<file path="src/rtl/mem_arbiter_l3_pkg.sv">
// Shared memory-message definitions for the L3 execute memory arbiter.
`default_nettype none
package mem_arbiter_l3_pkg;

    typedef enum logic [1:0] {
        MEM_OP_READ  = 2'd0,
        MEM_OP_WRITE = 2'd1,
        MEM_OP_AMO   = 2'd2,
        MEM_OP_FENCE = 2'd3
    } t_op;

    localparam int OP_BITS       = 2;
    localparam int ADDR_BITS     = 32;
    localparam int STRB_BITS     = 4;
    localparam int DATA_BITS     = 32;
    localparam int DEF_OPAQ_BITS = 8;

    function automatic int mem_req_bits(input int opaq_bits);
        return OP_BITS + opaq_bits + ADDR_BITS + STRB_BITS + DATA_BITS;
    endfunction

    function automatic int mem_resp_bits(input int opaq_bits);
        return OP_BITS + opaq_bits + DATA_BITS;
    endfunction

    localparam int MEM_REQ_BITS  = mem_req_bits(DEF_OPAQ_BITS);
    localparam int MEM_RESP_BITS = mem_resp_bits(DEF_OPAQ_BITS);

    typedef struct packed {
        t_op                      op;
        logic [DEF_OPAQ_BITS-1:0] opaq;
        logic [ADDR_BITS-1:0]     addr;
        logic [STRB_BITS-1:0]     strb;
        logic [DATA_BITS-1:0]     data;
    } t_mem_req;

    typedef struct packed {
        t_op                      op;
        logic [DEF_OPAQ_BITS-1:0] opaq;
        logic [DATA_BITS-1:0]     data;
    } t_mem_resp;

endpackage
`default_nettype wire

</file>
<file path="src/rtl/mem_arbiter_l3_arb_id_fifo.sv">
// ----------------------------------------------------------------------------
// mem_arbiter_l3_arb_id_fifo : in-order FIFO of client ids for outstanding
// memory requests.  Rev 1.0
// ----------------------------------------------------------------------------
`default_nettype none
module mem_arbiter_l3_arb_id_fifo #(
    parameter int DEPTH = 4,
    parameter int WIDTH = 1
) (
    input  logic             clk,
    input  logic             rst_n,
    input  logic             push_i,
    input  logic [WIDTH-1:0] push_data_i,
    input  logic             pop_i,
    output logic [WIDTH-1:0] head_o,
    output logic             full_o,
    output logic             empty_o
);
    localparam int PTR_W = $clog2(DEPTH);
    localparam int CNT_W = PTR_W + 1;

    logic [WIDTH-1:0] mem_q [DEPTH];
    logic [PTR_W-1:0] wr_ptr_q, wr_ptr_d;
    logic [PTR_W-1:0] rd_ptr_q, rd_ptr_d;
    logic [CNT_W-1:0] cnt_q, cnt_d;
    logic             do_push, do_pop;

    assign full_o  = (cnt_q == CNT_W'(DEPTH));
    assign empty_o = (cnt_q == '0);
    assign head_o  = mem_q[rd_ptr_q];
    assign do_push = push_i && !full_o;
    assign do_pop  = pop_i && !empty_o;

    always_comb begin
        wr_ptr_d = wr_ptr_q;
        rd_ptr_d = rd_ptr_q;
        cnt_d    = cnt_q;
        if (do_push) wr_ptr_d = wr_ptr_q + 1'b1;
        if (do_pop)  rd_ptr_d = rd_ptr_q + 1'b1;
        cnt_d = cnt_q + CNT_W'(do_push) - CNT_W'(do_pop);
    end

    always_ff @(posedge clk or negedge rst_n) begin
        if (!rst_n) begin
            wr_ptr_q <= '0;
            rd_ptr_q <= '0;
            cnt_q    <= '0;
        end else begin
            wr_ptr_q <= wr_ptr_d;
            rd_ptr_q <= rd_ptr_d;
            cnt_q    <= cnt_d;
        end
    end

    // Storage is qualified by the pointers, so it needs no reset.
    always_ff @(posedge clk) begin
        if (do_push) mem_q[wr_ptr_q] <= push_data_i;
    end

endmodule
`default_nettype wire

</file>
<file path="src/rtl/mem_arbiter_l3.sv">
// ----------------------------------------------------------------------------
// mem_arbiter_l3 : round-robin arbiter sharing one memory port between
// clients, with grant lock and in-order response routing.
// Optional: MEM_ARB_PERF_EN adds grant/conflict counters.  Rev 1.0
// ----------------------------------------------------------------------------
`default_nettype none
module mem_arbiter_l3
    import mem_arbiter_l3_pkg::*;
#(
    parameter int p_num_clients  = 2,
    parameter int p_opaq_bits    = 8,
    parameter int p_max_inflight = 4,
    localparam int REQ_BITS      = mem_req_bits(p_opaq_bits),
    localparam int RESP_BITS     = mem_resp_bits(p_opaq_bits)
) (
    input  logic                              clk,
    input  logic                              rst,
    input  logic [p_num_clients-1:0]          cl_req_val,
    output logic [p_num_clients-1:0]          cl_req_rdy,
    input  logic [p_num_clients*REQ_BITS-1:0] cl_req_msg,
    output logic [p_num_clients-1:0]          cl_resp_val,
    input  logic [p_num_clients-1:0]          cl_resp_rdy,
    output logic [RESP_BITS-1:0]              cl_resp_msg,
    output logic                              mem_req_val,
    input  logic                              mem_req_rdy,
    output logic [REQ_BITS-1:0]               mem_req_msg,
    input  logic                              mem_resp_val,
    output logic                              mem_resp_rdy,
    input  logic [RESP_BITS-1:0]              mem_resp_msg
`ifdef MEM_ARB_PERF_EN
    ,
    output logic [p_num_clients*32-1:0]       perf_grants,
    output logic [31:0]                       perf_conflicts
`endif
);
    localparam int IDW = $clog2(p_num_clients);

    logic [IDW-1:0] ptr_q, ptr_d;
    logic           lock_q, lock_d;
    logic [IDW-1:0] lock_id_q, lock_id_d;
    logic [IDW-1:0] grant, head;
    logic           fifo_full, fifo_empty;
    logic           any_val, req_xfer, resp_xfer;
    logic           found;
    int             idx;

    assign any_val = |cl_req_val;

    always_comb begin
        grant = ptr_q;
        found = 1'b0;
        idx   = 0;
        if (lock_q) begin
            grant = lock_id_q;
        end else begin
            for (int k = 0; k < p_num_clients; k++) begin
                idx = (int'(ptr_q) + k) % p_num_clients;
                if (!found && cl_req_val[idx]) begin
                    grant = IDW'(idx);
                    found = 1'b1;
                end
            end
        end
    end

    // Outputs are gated by rst so every handshake is quiet during reset.
    assign mem_req_val = rst && (any_val || lock_q) && !fifo_full;
    assign mem_req_msg = cl_req_msg[int'(grant)*REQ_BITS +: REQ_BITS];
    assign req_xfer    = mem_req_val && mem_req_rdy;

    always_comb begin
        for (int i = 0; i < p_num_clients; i++) begin
            cl_req_rdy[i]  = rst && (grant == IDW'(i)) && mem_req_rdy && !fifo_full;
            cl_resp_val[i] = rst && mem_resp_val && !fifo_empty && (head == IDW'(i));
        end
    end

    assign mem_resp_rdy = rst && !fifo_empty && cl_resp_rdy[head];
    assign cl_resp_msg  = mem_resp_msg;
    assign resp_xfer    = mem_resp_val && mem_resp_rdy;

    always_comb begin
        ptr_d     = ptr_q;
        lock_d    = lock_q;
        lock_id_d = lock_id_q;
        if (req_xfer) begin
            ptr_d  = (grant == IDW'(p_num_clients - 1)) ? '0 : grant + 1'b1;
            lock_d = 1'b0;
        end else if (mem_req_val) begin
            lock_d    = 1'b1;
            lock_id_d = grant;
        end
    end

    always_ff @(posedge clk or negedge rst) begin
        if (!rst) begin
            ptr_q     <= '0;
            lock_q    <= 1'b0;
            lock_id_q <= '0;
        end else begin
            ptr_q     <= ptr_d;
            lock_q    <= lock_d;
            lock_id_q <= lock_id_d;
        end
    end

    mem_arbiter_l3_arb_id_fifo #(
        .DEPTH (p_max_inflight),
        .WIDTH (IDW)
    ) u_id_fifo (
        .clk         (clk),
        .rst_n       (rst),
        .push_i      (req_xfer),
        .push_data_i (grant),
        .pop_i       (resp_xfer),
        .head_o      (head),
        .full_o      (fifo_full),
        .empty_o     (fifo_empty)
    );

`ifdef MEM_ARB_PERF_EN
    logic [31:0] perf_grants_q [p_num_clients];
    logic [31:0] perf_conflicts_q;
    logic        conflict;

    assign conflict = ($countones(cl_req_val) >= 2) ||
                      (any_val && (fifo_full || !mem_req_rdy));

    always_ff @(posedge clk or negedge rst) begin
        if (!rst) begin
            for (int i = 0; i < p_num_clients; i++) perf_grants_q[i] <= '0;
            perf_conflicts_q <= '0;
        end else begin
            if (req_xfer && (perf_grants_q[grant] != '1))
                perf_grants_q[grant] <= perf_grants_q[grant] + 32'd1;
            if (conflict && (perf_conflicts_q != '1))
                perf_conflicts_q <= perf_conflicts_q + 32'd1;
        end
    end

    for (genvar g = 0; g < p_num_clients; g++) begin : g_perf_out
        assign perf_grants[g*32 +: 32] = perf_grants_q[g];
    end
    assign perf_conflicts = perf_conflicts_q;
`endif

`ifndef SYNTHESIS
    a_resp_on_empty: assert property (@(posedge clk) disable iff (!rst)
        !(mem_resp_val && fifo_empty))
        else $error("mem_arbiter_l3: memory response with no outstanding request");
`endif

endmodule
`default_nettype wire

</file>
<file path="config.mk">
export PLATFORM = sky130hd
export DESIGN_NAME = mem_arbiter_l3
export DESIGN_NICKNAME = d
export VERILOG_FILES = /design/src/rtl/mem_arbiter_l3_pkg.sv /design/src/rtl/mem_arbiter_l3_arb_id_fifo.sv /design/src/rtl/mem_arbiter_l3.sv
export SDC_FILE = /design/constraint.sdc
export NUM_CORES = 1
export LEC_CHECK = 0
export ABC_CLOCK_PERIOD_IN_PS = 5250
export BUFFER_PORTS_ARGS = -buffer_cell sky130_fd_sc_hd__buf_2
export CAP_MARGIN = 20
export CORE_AREA = 2 2 128 130
export DETAILED_ROUTE_END_ITERATION = 7
export DIE_AREA = 0 0 130 132
export SETUP_SLACK_MARGIN = 0.02
export SLEW_MARGIN = 20
export SYNTH_ARGS = -nofsm -noshare
export SYNTH_HDL_FRONTEND = slang
export SYNTH_HIERARCHICAL = 1
export SYNTH_SLANG_ARGS = --single-unit
export TNS_END_PERCENT = 50
</file>
<file path="constraint.sdc">
create_clock -name clk -period 5.25 [get_ports clk]
set_clock_uncertainty 0.15 [all_clocks]
set_input_delay 0.525 -clock clk [delete_from_list [all_inputs] [get_ports clk]]
set_output_delay 0.525 -clock clk [all_outputs]
set_load 0.01 [all_outputs]
</file>
* Word-level counts from Yosys, hierarchy flattened
Memory sizes are Yosys's and may differ from the RTL's.
Cells that the tools add are included.
** Word-level totals
- Input port bits :: 206
- Word-level logic and storage cells :: 66
- RAM bits :: 4
- Register bits :: 10
- Output and inout port bits :: 126
- Memories kept :: 1
** Cells by class
- Equality and inequality tests :: 1
- Add/subtract/negate cells :: 6
- Shift-type cells :: 1
- Multiply operators :: 1
- Bitwise operators :: 4
- Reduce and logical (&&, ||, !) cells :: 27
- Mux-type cells :: 16
- Order comparisons :: 3
** Memory list
- u_id_fifo.mem_q :: words 4, width 1, rd ports 1, clocked after memory_dff 0, write ports 1, line mem_arbiter_l3_arb_id_fifo.sv:22 : logic [WIDTH-1:0] mem_q [DEPTH];
** Operators with widths (number)
- 156-bit by 9-bit variable part select with 78-bit output :: 1
- 1-bit logical AND :: 19
- 1-bit 2-to-1 mux :: 16
- 1-bit by 6-bit multiplier with 7-bit output (second input constant) :: 1
- 2-bit by 1-bit adder with 2-bit output (second input constant) :: 2
- 1-bit by 2-bit < comparator with 1-bit output (second input constant) :: 2
- 3-bit by 1-bit adder with 3-bit output :: 1
- 3-bit equality test (second input constant) :: 1
- 1-bit zero test :: 3
- 3-bit zero test :: 1
- 2-bit by 3-bit < comparator with 1-bit output (second input constant) :: 1
- 1-bit inverter :: 3
- 3-bit by 1-bit subtractor with 3-bit output :: 1
- 1-bit adder (second input constant) :: 2
- 2-bit AND reduction :: 1
- 2-bit nonzero test :: 1
- 2-bit OR reduction :: 1
- 1-bit bitwise AND (first input constant) :: 1
- 1-bit logical OR :: 1

* Logic depth before layout (Yosys ltp)
- Depth after elaboration :: 12
- Depth in mapped cells :: 13
- Gate-level depth less buffers :: 13

* Modules after synthesis
Netlist, hierarchy kept.
** By module, submodules not included
- mem_arbiter_l3 :: cells an instance 155, area an instance 1811.7 um2, instances 1
- mem_arbiter_l3_arb_id_fifo :: cells an instance 46, area an instance 611.8 um2, instances 1

* Worst setup path after synthesis
OpenSTA, ideal clock, no wires.
- Path kind :: register to register
- Start point :: register u_id_fifo.rd_ptr_q[0]
- End point :: register u_id_fifo.cnt_q[2]
- Stages on the path, launching flop included :: 14
- Clock period less this slack :: 2.913 ns
- Slack :: 2.337 ns
- Data arrival time :: 2.637 ns
- Cells stage by stage :: dfrtp_1 -> mux4_2 -> mux2i_1 -> nor2b_1 -> and2_1 -> o31ai_1 -> inv_1 -> ha_1 -> inv_1 -> ha_1 -> inv_1 -> fa_1 -> xnor2_1 -> xnor2_1
** Between the ends
- Cells in the longest elaborated chain, start to end :: 7
** RTL lines
- start: declaration :: line mem_arbiter_l3_arb_id_fifo.sv:24 : logic [PTR_W-1:0] rd_ptr_q, rd_ptr_d;
- start signal: assignment :: line mem_arbiter_l3_arb_id_fifo.sv:50 : rd_ptr_q <= rd_ptr_d;
- memory read 4 x 1 bit
- via head :: line mem_arbiter_l3.sv:41 : logic [IDW-1:0] grant, head;
- 1-bit 2-to-1 mux (not written as such) (2 in a row) :: line mem_arbiter_l3.sv:78 : assign mem_resp_rdy = rst && !fifo_empty && cl_resp_rdy[head];
- 1-bit logical AND :: line mem_arbiter_l3.sv:78
- via mem_resp_rdy :: line mem_arbiter_l3.sv:28 : output logic mem_resp_rdy,
- 1-bit logical AND :: line mem_arbiter_l3.sv:80 : assign resp_xfer = mem_resp_val && mem_resp_rdy;
- via resp_xfer :: line mem_arbiter_l3.sv:43 : logic any_val, req_xfer, resp_xfer;
- 1-bit logical AND :: line mem_arbiter_l3_arb_id_fifo.sv:32 : assign do_pop = pop_i && !empty_o;
- via u_id_fifo.do_pop :: line mem_arbiter_l3_arb_id_fifo.sv:26 : logic do_push, do_pop;
- 3-bit by 1-bit subtractor with 3-bit output :: line mem_arbiter_l3_arb_id_fifo.sv:40 : cnt_d = cnt_q + CNT_W'(do_push) - CNT_W'(do_pop);
- via u_id_fifo.cnt_d[2] :: line mem_arbiter_l3_arb_id_fifo.sv:25 : logic [CNT_W-1:0] cnt_q, cnt_d;
- end signal: assignment :: line mem_arbiter_l3_arb_id_fifo.sv:51 : cnt_q <= cnt_d;
- end: declaration :: line mem_arbiter_l3_arb_id_fifo.sv:25
The timed path passes the listed nets, and every way through them passes these cells. The select of a mux whose other input is x is not followed.
A chain may end at the register's enable or synchronous reset.

* Worst setup path in the final report
- Start point :: input port cl_req_val[0]
- End point :: output port mem_req_msg[24]
** Between the ends
- Cells in the longest elaborated chain, start to end :: 10
- Elaborated cells between the ends (all ways) :: 13
- Those cells by class :: 1 x mul; 1 x shift; 9 x mux; 2 x reduce/logical
** RTL lines
- start: declaration :: line mem_arbiter_l3.sv:18 : input logic [p_num_clients-1:0] cl_req_val,
- 1-bit 2-to-1 mux (not written as such) (2 in a row) :: line mem_arbiter_l3.sv:58 : if (!found && cl_req_val[idx]) begin
- 1-bit 2-to-1 mux :: line mem_arbiter_l3.sv:58
- 1-bit 2-to-1 mux :: line mem_arbiter_l3.sv:53 : if (lock_q) begin
- 1-bit zero test :: line mem_arbiter_l3.sv:58
- 1-bit logical AND * :: line mem_arbiter_l3.sv:58
- 1-bit 2-to-1 mux * :: line mem_arbiter_l3.sv:58
- 1-bit 2-to-1 mux * :: line mem_arbiter_l3.sv:53
- 1-bit by 6-bit multiplier with 7-bit output * :: line mem_arbiter_l3.sv:68 : assign mem_req_msg = cl_req_msg[int'(grant)*REQ_BITS +: REQ_BITS];
- 156-bit by 9-bit variable part select with 78-bit output * :: line mem_arbiter_l3.sv:68
- end: declaration :: line mem_arbiter_l3.sv:26 : output logic [REQ_BITS-1:0] mem_req_msg,
Mark *: on every way between the ends. The rest lies on a longest branch, timed or not. The select of a mux whose other input is x is not followed.

==> results.py <==
metrics = {
    "outcome": {
        "status": "finished, final reports clean",
    },
    "route": {
        "viasPerCell": 3.69,
        "dr.pass1.iters": 4,
        "routed_wl_mm": 9.63,
        "drc": 0,
        "avgRoutedWirePerCell_um": 15.5,
        "ant_nets": 0,
        "drt_iter0_markers": 65,
        "via_count": 2282,
    },
    "timing": {
        "tightest_slew_ns": 0.937,
        "timing.max_slew.rel_slack_pct": 37.5,
        "finalSetupViolations": 0,
        "fin_crit_ns": 3.01,
        "fmax_mhz": 332,
        "finalSetupTns_ns": 0,
        "hold_viol": 0,
        "post-route-period-util_pct": 57.4,
        "rsz0062_at_grt": "no",
        "drv_slew": 0,
    },
    "worst_hold_path": {
        "holdCritPathClass": "in2async",
    },
    "cts": {
        "cts_buffers": 3,
        "hold_buffers": 0,
        "cts_max_path_buffers": 2,
        "clock_latency_ns": 0.24,
        "clk_transition_reported_paths_ns": 0.05,
        "cts_root_buf": "clkbuf_16",
        "htreeDepth": 1,
        "cts_sinks": 14,
        "cts_tree": "yes",
        "post_cts_buffers": 0,
        "ctsResizeCount": 0,
    },
    "pwr": {
        "power.leakage_nw": 1.94,
        "power_density_nw_per_um2": 410,
        "peakVddDrop_mv": 0.174,
    },
    "synthesis": {
        "synth.area.top_cells": "mux2_4, buf_4, dfrtp_1, mux2_2, buf_12",
        "synthesis.nets": 414,
        "avgSynthCellArea_um2": 12.1,
        "ys_warn_count": 6,
        "synth_area_um2": 2420,
        "synth_top_area_cell": "mux2_4",
        "synth_cell_types": 32,
        "yosysTopAreaCellShare_pct": 37.2,
        "synth_cells": 201,
        "synth-main-ff-cell": "dfrtp_1",
        "synthArstFlopShare_pct": 71.4,
        "seq_area_frac_synth_pct": 15.3,
        "synth-seq-cells": 14,
        "synth-edff-count": 4,
    },
    "layout": {
        "final_cell_mix": "buf_2, mux2_4, mux2_2, dfrtp_1",
        "drive_above_1_share_pct": 81.9,
        "final_common_cell": "buf_2",
        "diodes": 0,
        "area.growth.synth_to_final_pct": 46.3,
        "stdcell_area_um2": 3550,
        "nets": 617,
        "nFillCells": 1735,
        "final_util_pct": 22.6,
    },
    "critical_path": {
        "crit_path_start_kind": "input port",
        "ff2ff_path_depth": 13,
        "crit_path_end_kind": "primary output",
        "crit-reg2reg-capture": "u_id_fifo/cnt_q[2]",
        "reg2reg_slack_ns": 2.31,
        "crit_fanout": 55,
        "reg2reg_from": "u_id_fifo/rd_ptr_q[0]",
        "worstSetupPathType": "in2out",
        "arrival_ns": 2.34,
        "worst_ep_required_time_ns": 4.58,
    },
    "grt": {
        "met2_usage_pct": 15.7,
        "grt_pass1_wl_mm": 12.8,
        "grt_max_degree": 56,
        "grt_pass1_vias": 2199,
        "top_usage_layer": "met2",
        "grt.met3_usage_pct": 4.91,
        "met1_usage_pct": 12.4,
        "antenna_found_initial": 1,
        "grt_usage_pct": 9.89,
        "overflow": 0,
    },
    "placed_design": {
        "placed_area_um2": 3470,
        "gp_congestion": 0.847,
        "hpwl_mm": 8.45,
        "placement.io_buffers": 247,
    },
    "floorplan": {
        "rows": 46,
        "coreArea_um2": 15700,
        "die_w_um": 130,
        "ios": 332,
        "dieArea_um2": 17200,
        "dieHeight_um": 132,
        "start_util_pct": 15.4,
    },
    "flow_run": {
        "cap_violations": 0,
    },
}
==> synthesized netlist by cell type, types with 2 or more instances <==
cell type and number:
nand2_1 3, mux2_4 60, mux2_1 5, nand4bb_1 2
xnor2_1 4, and3b_1 4, dfrtp_1 10, edfxtp_1 4
ha_1 6, nor2b_1 3, mux2_2 14, nor3_1 3
buf_4 43, buf_12 7, o211ai_1 2, nor2_1 5
inv_1 6, o31ai_1 2, nand2b_1 5
==> worst max-delay path: stages <==
cell,delay (ns)
buf_2,0.10
a21boi_2,0.16
o31ai_4,0.22
buf_4,0.74
mux2_4,0.38
buf_2,0.14
==> sequential cells by signal, indices dropped and copies added (netlist names) <==
name / cells
u_id_fifo/cnt_q: 3
u_id_fifo/rd_ptr_q: 2
ptr_q: 1
lock_id_q: 1
lock_q: 1
u_id_fifo/wr_ptr_q: 2
u_id_fifo/mem_q: 4
==> how the worst max path moves through the flow <==
stage	from	endpoint	slack [ns]	cells past startpoint
2_1_floorplan	u_id_fifo/rd_ptr_q[0]	u_id_fifo/cnt_q[2]	2.34	13
3_3_place_gp	cl_req_val[1]	u_id_fifo/cnt_q[2]	2.25	11
3_5_place_dp	rst	u_id_fifo/cnt_q[2]	2.24	11
4_1_cts	cl_req_val[0]	mem_req_msg[64]	2.23	6
5_1_grt	u_id_fifo/rd_ptr_q[0]	u_id_fifo/cnt_q[2]	2.10	13
6_report	cl_req_val[0]	mem_req_msg[24]	2.24	6
==> metrics by stage <==
stage / total power [mW] / instances / setup WS [ns] / hold slack, ns
detailed placement: 1.32 / 615 / 2.24 / 0.272
global placement: 1.32 / 615 / 2.25 / 0.270
finish: 1.45 / 619 / 2.24 / 0.00675
global route: 1.55 / 619 / 2.10 / 0.0314
floorplan: 1.10 / 201 / 2.34 / 0.0794
CTS: 1.47 / 619 / 2.23 / 0.0126
==> area by class of cell <==
type | instances | area, um^2 | share of cell area, %
flip-flops and latches | 14 | 370 | 10.4
clock inverters | 1 | 3.75 | 0.106
clock buffers | 3 | 75.1 | 2.12
repair buffers | 249 | 1250 | 35.3
multi-input cells | 130 | 1550 | 43.8
inverters | 6 | 22.5 | 0.635
well taps | 216 | 270 | 7.62
==> where the power goes <==
part	internal (mW)	switching (mW)	total, mW
Combinational	0.590	0.498	1.09
Clock	0.101	0.0438	0.145
Sequential	0.161	0.0600	0.221
==> kinds of logic after synthesis <==
family / share of synthesized area (%)
buffers and inverters: 20.7
AOI/OAI and AO/OA: 3.46
xor gates and xnor gates: 1.45
muxes: 47.3
and+or+nand+nor: 7.90
adders and majority gates: 3.92
DFF: 15.3
==> metal layers <==
metal	up-vias	part of all wire, %
met5	-	0.14
met4	2	0.24
met3	4	14
met2	162	44
met1	1039	41
li1	1075	-
No activity file was read; power rests on OpenSTA's default activity.
